**config.mk**
```make
export PLATFORM = sky130hd
export DESIGN_NAME = branch_predict_table
export DESIGN_NICKNAME = d
export VERILOG_FILES = /design/src/rtl/branch_predict_table.sv
export SDC_FILE = /design/constraint.sdc
export NUM_CORES = 2
export LEC_CHECK = 0
export BUFFER_PORTS_ARGS = -buffer_cell sky130_fd_sc_hd__buf_2
export CORE_ASPECT_RATIO = 0.6
export CORE_MARGIN = 5
export CORE_UTILIZATION = 35
export DETAILED_ROUTE_END_ITERATION = 8
export HOLD_SLACK_MARGIN = 0.06
export MAX_ROUTING_LAYER = met4
export PLACE_DENSITY = 0.6
export SLEW_MARGIN = 15
export SYNTH_ARGS = -nofsm -noshare
export SYNTH_HDL_FRONTEND = slang
export SYNTH_SLANG_ARGS = --single-unit
```
**constraint.sdc**
```tcl
create_clock -name clk -period 9.3 [get_ports clk]
set_input_delay 1.395 -clock clk [delete_from_list [all_inputs] [get_ports clk]]
set_output_delay 1.395 -clock clk [all_outputs]
set_load 0.02 [all_outputs]
```
**src/rtl/branch_predict_table.sv**
```systemverilog
// -----------------------------------------------------------------------------
// branch_predict_table
//   Direct-mapped branch target predictor with 2-bit saturating counters and an
//   optional speculative return-address stack (RAS).
//
//   Optional feature macro: BPU_RAS_EN
//     defined   -> RAS storage is built; taken returns predict from the RAS top
//     undefined -> no RAS; returns predict from the table entry's target
//
// Ports
//   clk                   : clock, all state updates on rising edge
//   rst                   : synchronous active-high reset
//   IF_PC                 : fetch PC being looked up
//   IF_Req                : lookup valid this cycle
//   IF_Stall              : fetch held, suppresses speculative RAS push/pop
//   IF_PResult            : combinational prediction for IF_PC
//   EXE_BResult           : resolved branch information from EXE
//   EXE_Prediction_Failed : EXE misprediction flag, repairs the RAS
// -----------------------------------------------------------------------------
package bpu_pkg;

    typedef enum logic [1:0] {
        BIsImme = 2'd0,
        BIsCall = 2'd1,
        BIsRetn = 2'd2,
        BIsReg  = 2'd3
    } btype_e;

    typedef struct packed {
        logic        Valid;
        logic        Hit;
        logic        Taken;
        logic [1:0]  Count;
        btype_e      Type;
        logic [31:0] Target;
    } PResult;

    typedef struct packed {
        logic        Valid;
        logic        Hit;
        logic [31:0] PC;
        logic        IsTaken;
        btype_e      Type;
        logic [31:0] Target;
        logic [1:0]  Count;
    } BResult;

endpackage

module branch_predict_table
    import bpu_pkg::*;
#(
    parameter int ENTRIES   = 64,
    parameter int RAS_DEPTH = 8
) (
    input  logic        clk,
    input  logic        rst,
    input  logic [31:0] IF_PC,
    input  logic        IF_Req,
    input  logic        IF_Stall,
    output PResult      IF_PResult,
    input  BResult      EXE_BResult,
    input  logic        EXE_Prediction_Failed
);

    localparam int IW = $clog2(ENTRIES);
    localparam int TW = 30 - IW;

    // ------------------------------------------------------------------
    // Predictor table storage. Only the valid bits are reset.
    // ------------------------------------------------------------------
    logic [ENTRIES-1:0] valid_q;
    logic [TW-1:0]      tag_q    [ENTRIES];
    btype_e             type_q   [ENTRIES];
    logic [31:0]        target_q [ENTRIES];
    logic [1:0]         cnt_q    [ENTRIES];

    // ------------------------------------------------------------------
    // Lookup (pre-update contents, no bypass from the EXE write port)
    // ------------------------------------------------------------------
    logic [IW-1:0] if_idx;
    logic [TW-1:0] if_tag;
    logic [31:0]   pc_plus8;
    logic          lu_hit;
    logic [1:0]    lu_cnt;
    btype_e        lu_type;
    logic          lu_taken;
    logic [31:0]   lu_target;

    assign if_idx   = IF_PC[IW+1:2];
    assign if_tag   = IF_PC[31:IW+2];
    assign pc_plus8 = IF_PC + 32'd8;

    assign lu_hit   = valid_q[if_idx] && (tag_q[if_idx] == if_tag);
    assign lu_cnt   = lu_hit ? cnt_q[if_idx] : 2'b01;
    assign lu_type  = lu_hit ? type_q[if_idx] : BIsImme;
    // Calls and returns are unconditional, so they predict taken on any hit.
    assign lu_taken = lu_hit && (lu_cnt[1] || lu_type == BIsCall || lu_type == BIsRetn);

`ifdef BPU_RAS_EN
    // ------------------------------------------------------------------
    // Return-address stack: circular buffer. ras_ptr_q is the next write
    // slot, so the top of stack lives at ras_ptr_q-1. When full, a push
    // lands on the oldest entry and the count stays saturated.
    // ------------------------------------------------------------------
    localparam int PW = $clog2(RAS_DEPTH);
    localparam int CW = PW + 1;
    localparam logic [CW-1:0] RAS_FULL = CW'(RAS_DEPTH);

    logic [31:0]   ras_mem_q [RAS_DEPTH];
    logic [PW-1:0] ras_ptr_q, ras_ptr_d;
    logic [CW-1:0] ras_cnt_q, ras_cnt_d;
    logic          ras_we;
    logic [31:0]   ras_wdata;
    logic [31:0]   ras_top;
    logic          if_go;

    assign ras_top = ras_mem_q[ras_ptr_q - PW'(1)];
    assign if_go   = IF_Req && !IF_Stall && lu_taken;

    always_comb begin
        ras_ptr_d = ras_ptr_q;
        ras_cnt_d = ras_cnt_q;
        ras_we    = 1'b0;
        ras_wdata = pc_plus8;
        // Repair wins over any speculative IF activity in the same cycle.
        if (EXE_Prediction_Failed) begin
            ras_cnt_d = '0;
            if (EXE_BResult.Type == BIsCall && EXE_BResult.IsTaken) begin
                ras_we    = 1'b1;
                ras_wdata = EXE_BResult.PC + 32'd8;
                ras_ptr_d = ras_ptr_q + PW'(1);
                ras_cnt_d = CW'(1);
            end
        end else if (if_go && lu_type == BIsCall) begin
            ras_we    = 1'b1;
            ras_ptr_d = ras_ptr_q + PW'(1);
            if (ras_cnt_q != RAS_FULL) begin
                ras_cnt_d = ras_cnt_q + CW'(1);
            end
        end else if (if_go && lu_type == BIsRetn && ras_cnt_q != '0) begin
            ras_ptr_d = ras_ptr_q - PW'(1);
            ras_cnt_d = ras_cnt_q - CW'(1);
        end
    end

    always_ff @(posedge clk) begin
        if (rst) begin
            ras_ptr_q <= '0;
            ras_cnt_q <= '0;
        end else begin
            ras_ptr_q <= ras_ptr_d;
            ras_cnt_q <= ras_cnt_d;
        end
    end

    always_ff @(posedge clk) begin
        if (!rst && ras_we) begin
            ras_mem_q[ras_ptr_q] <= ras_wdata;
        end
    end
`else
    localparam int unused_ras_depth = RAS_DEPTH;
    logic unused_ras_inputs;
    assign unused_ras_inputs = ^{IF_Stall, EXE_Prediction_Failed, EXE_BResult.PC[1:0]};
`endif

    always_comb begin
        lu_target = pc_plus8;
        if (lu_taken) begin
            lu_target = target_q[if_idx];
`ifdef BPU_RAS_EN
            if (lu_type == BIsRetn && ras_cnt_q != '0) begin
                lu_target = ras_top;
            end
`endif
        end
    end

    always_comb begin
        IF_PResult        = '0;
        IF_PResult.Valid  = IF_Req;
        IF_PResult.Hit    = lu_hit;
        IF_PResult.Taken  = lu_taken;
        IF_PResult.Count  = lu_cnt;
        IF_PResult.Type   = lu_type;
        IF_PResult.Target = lu_target;
    end

    // ------------------------------------------------------------------
    // EXE update. A resolved hit retrains the entry; a miss allocates only
    // when the branch was actually taken.
    // ------------------------------------------------------------------
    logic [IW-1:0] ex_idx;
    logic [TW-1:0] ex_tag;
    logic          ex_we;
    logic [1:0]    ex_cnt;

    assign ex_idx = EXE_BResult.PC[IW+1:2];
    assign ex_tag = EXE_BResult.PC[31:IW+2];
    assign ex_we  = EXE_BResult.Valid && (EXE_BResult.Hit || EXE_BResult.IsTaken);

    always_comb begin
        ex_cnt = 2'b10;
        if (EXE_BResult.Hit) begin
            if (EXE_BResult.IsTaken) begin
                ex_cnt = (EXE_BResult.Count == 2'b11) ? 2'b11 : EXE_BResult.Count + 2'd1;
            end else begin
                ex_cnt = (EXE_BResult.Count == 2'b00) ? 2'b00 : EXE_BResult.Count - 2'd1;
            end
        end
    end

    always_ff @(posedge clk) begin
        if (rst) begin
            valid_q <= '0;
        end else if (ex_we) begin
            valid_q[ex_idx] <= 1'b1;
        end
    end

    always_ff @(posedge clk) begin
        if (!rst && ex_we) begin
            tag_q[ex_idx]    <= ex_tag;
            type_q[ex_idx]   <= EXE_BResult.Type;
            target_q[ex_idx] <= EXE_BResult.Target;
            cnt_q[ex_idx]    <= ex_cnt;
        end
    end

endmodule

```
==> qor.txt <==
Initial antenna violation count: 72
Worst-Margin Slew: 1.26 ns
TritonCTS clock tree: yes
Syn Inst Count: 6,700
Post-route ant nets: 0
Synth cell types: 72
Hold EP: valid_q[4]$_SDFFE_PP0P_
Largest net degree at the start of global routing: 104
Clk_lat worst skew: 0.93 ns
Ys Warns: 0
Result of the run: completed
Vias: 78,900
EDFF count, synth: 3,840
Cells resized by post-CTS repair: 0
Final setup violation count: 0
Wire per inst: 36.4 um
R2r endpoint: valid_q[51]$_SDFFE_PP0P_
Clock Tree Buf Depth: 4
Crit end category: output port
Pins Over Slew Limit: 0
Layout Area Growth over Synthesis: 13.6%
Core area: 428,000 um^2
Leakage: 53.2 nW
CTS root buf: clkbuf_16
Clock Sinks: 3,904
DRT iter0 DRCs: 14,100
Port buffer count: 140
Initial Util: 35.1%
Syn nets: 6,809
HPWL Detailed: 271,000 um
Nets: 7,224
Setup bufs post-CTS: 0
Tmin final: 8.26 ns
Mean Syn Cell Area: 22.4 um^2
Via density: 6.00
Finished Cell Area: 171,000 um^2
Core Rows: 186
GRT Util Overall: 21.6%
First-pass GRT wire length: 646,000 um
Final Hold Fails: 0
Hold-fix buffers, CTS: 0
Die width: 856 um
Crit path required time: 7.91 ns
Final period utilization: 88.8%
Slew headroom: 16.0%
Number of iterations in the first detailed-routing pass: 5
Post-Syn Area: 150,000 um^2
Worst min path class: register to register
Vias in the first global route: 74,300
Hold WS: 0.448 ns
Unrepaired setup endpoints after global routing: no
Asr flop ratio synth: 0%
Die Height: 518 um
Die Area: 443,000 um^2
Max Cap Viol: 0
Hold Crit Start: valid_q[4]$_SDFFE_PP0P_
DRT Wirelength: 479,000 um
Max Clk Rate: 121 MHz
Register area share after synthesis: 77.6%
Fillers: 37,400
Reg clk slew, reported paths: 0.06 ns
Crit Path Class: input pin to output port
Seq cells post-synth: 3,904
IO Count: 147
Post-route DRC: 0
Critical Path AT: 6.86 ns
Placer Congestion: 0.866
Gr ovfl total: 0
Max VDD drop: 158 uV
Pwr dens: 209 nW/um^2
Startpoint Class: input pin
R2R depth: 1
Reg-to-reg slack, setup: 8.71 ns
Dominant synthesized flop cell: edfxtp_1
Clock H-tree levels: 5
Area post-placement: 160,000 um^2
Setup_tns: 0 ns
CTS buffer count: 339
Layout cells sized above 1: 27.1%
Max FO, Critical Path: 66
Clk_skew: 0 ns
Worst R2R Start: valid_q[51]$_SDFFE_PP0P_
Worst Hold Depth: 1
==> worst max-delay path by stage <==
stage	start	endpoint	slack, ns	depth (start not counted)
after global routing	IF_PC[3]	IF_PResult[3]	0.96	13
after floorplan	IF_PC[2]	IF_PResult[24]	3.03	14
final	IF_PC[3]	IF_PResult[3]	1.04	13
after global placement	IF_PC[3]	IF_PResult[3]	1.26	13
after CTS	IF_PC[3]	IF_PResult[3]	1.27	13
after detailed placement	IF_PC[3]	IF_PResult[3]	1.29	13
==> power breakdown <==
part           switching [W]  internal (W)
sequential         0.0000127        0.0194
combinational        0.00126      0.000648
clock                0.00641       0.00793
total                0.00768        0.0279
==> metal layers <==
layer	part of all wire, %	vias to the layer above	GRT usage, %
met5	0	-	-
met4	2.8	0	5.33
met3	13	753	5.68
met2	43	5739	29.9
met1	41	43000	31.7
li1	-	29400	-
==> layout make-up <==
cell class | count | area (um^2) | area share (%)
Inverter | 13 | 66.3 | 0.0388
Antenna cell | 50 | 125 | 0.0733
Timing Repair Buffer | 451 | 3690 | 2.16
Multi-Input combinational cell | 2406 | 32200 | 18.9
Tap cell | 5734 | 7170 | 4.20
Clock buffer | 423 | 9020 | 5.28
Clock inverter | 180 | 1880 | 1.10
Sequential cell | 3904 | 117000 | 68.3
==> cells by family (layout without fill, tap and decap cells) <==
group	Yosys count	count (layout)	synth area share (%)
muxes	1292	1292	16.6
other	0	50	0
adders and majority gates	2	2	0.0150
and+or+nand+nor	491	491	1.50
DFF	3904	3904	77.6
xor gates and xnor gates	51	51	0.297
AOI/OAI and AO/OA	570	570	2.67
buffers and inverters	390	1067	1.36
==> registers in the layout (all words and copies together), names as in the netlist <==
signal,count
valid_q,64
target_q,2048
type_q,128
cnt_q,128
tag_q,1536
==> critical path: stages <==
cell and delay (ns):
buf_8 0.51, buf_4 0.64, nand2b_1 1.03, a21oi_1 0.07, o41ai_1 0.54, o41ai_1 0.17
buf_4 0.21, a221oi_1 0.57, nand3_1 0.28, nor3_4 0.27, buf_4 0.30, mux2_2 0.48
buf_2 0.20
==> synthesized netlist by cell type (8+ instances only) <==
| cell | instances | area (um^2) |
|---|---|---|
| nand4_1 | 13 | 81.3 |
| o211ai_1 | 12 | 90.1 |
| a21oi_1 | 87 | 435 |
| xor2_1 | 23 | 201 |
| buf_4 | 66 | 495 |
| and2_1 | 10 | 62.6 |
| nand2_1 | 154 | 578 |
| mux4_2 | 949 | 21400 |
| nor4_1 | 15 | 93.8 |
| mux2i_1 | 291 | 2910 |
| inv_1 | 11 | 41.3 |
| a31oi_1 | 31 | 194 |
| nand3b_1 | 8 | 60.1 |
| o221ai_1 | 79 | 692 |
| clkbuf_1 | 157 | 589 |
| a221oi_1 | 23 | 201 |
| buf_1 | 34 | 128 |
| mux2_1 | 9 | 101 |
| and3_1 | 11 | 68.8 |
| nor2_1 | 149 | 559 |
| edfxtp_1 | 3840 | 115000 |
| nand2b_1 | 10 | 62.6 |
| a22oi_1 | 74 | 556 |
| a21o_1 | 66 | 495 |
| xnor2_1 | 28 | 245 |
| buf_2 | 91 | 455 |
| mux2_2 | 43 | 484 |
| o22ai_1 | 75 | 469 |
| nor3_1 | 47 | 235 |
| o21ai_0 | 51 | 255 |
| nor2b_1 | 14 | 87.6 |
| nand3_1 | 38 | 190 |
| a211oi_1 | 21 | 158 |
| buf_6 | 27 | 304 |
| dfxtp_1 | 64 | 1280 |
==> per-stage QoR <==
| stage | setup WS [ns] | instances | total power [W] | utilization (%) |
|---|---|---|---|---|
| after global routing | 0.962 | 13200 | 0.0366 | 39.9 |
| final | 1.04 | 13200 | 0.0356 | 39.9 |
| after detailed placement | 1.29 | 12500 | 0.0216 | 37.3 |
| after global placement | 1.26 | 12500 | 0.0216 | 37.3 |
| after floorplan | 3.03 | 6700 | 0.0208 | - |
| after CTS | 1.27 | 13100 | 0.0358 | 39.9 |
==> cells in the final DEF, fill, tap and decap left out, types with 11 or more instances in the layout <==
cell type,Yosys,routed
edfxtp_1,3840,3840
mux4_2,949,949
clkbuf_16,0,349
mux2i_1,291,290
buf_4,66,272
nand2_1,154,152
buf_2,91,127
a21oi_1,87,87
nor2_1,149,83
o221ai_1,79,79
o22ai_1,75,75
a22oi_1,74,74
clkbuf_1,157,73
clkinv_1,1,71
a21o_1,66,66
nor2_4,0,64
dfxtp_1,64,64
clkinv_2,0,51
diode_2,0,50
o21ai_0,51,50
buf_12,0,48
nor3_1,47,47
mux2_2,43,43
nand3_1,38,38
bufinv_16,0,37
xnor2_1,28,28
a31oi_1,31,23
xor2_1,23,23
a221oi_1,23,23
a211oi_1,21,21
nor4_1,15,15
nand4_1,13,13
o211ai_1,12,12
nor2b_1,14,11
and3_1,11,11
(Power assumes the default switching activity.)
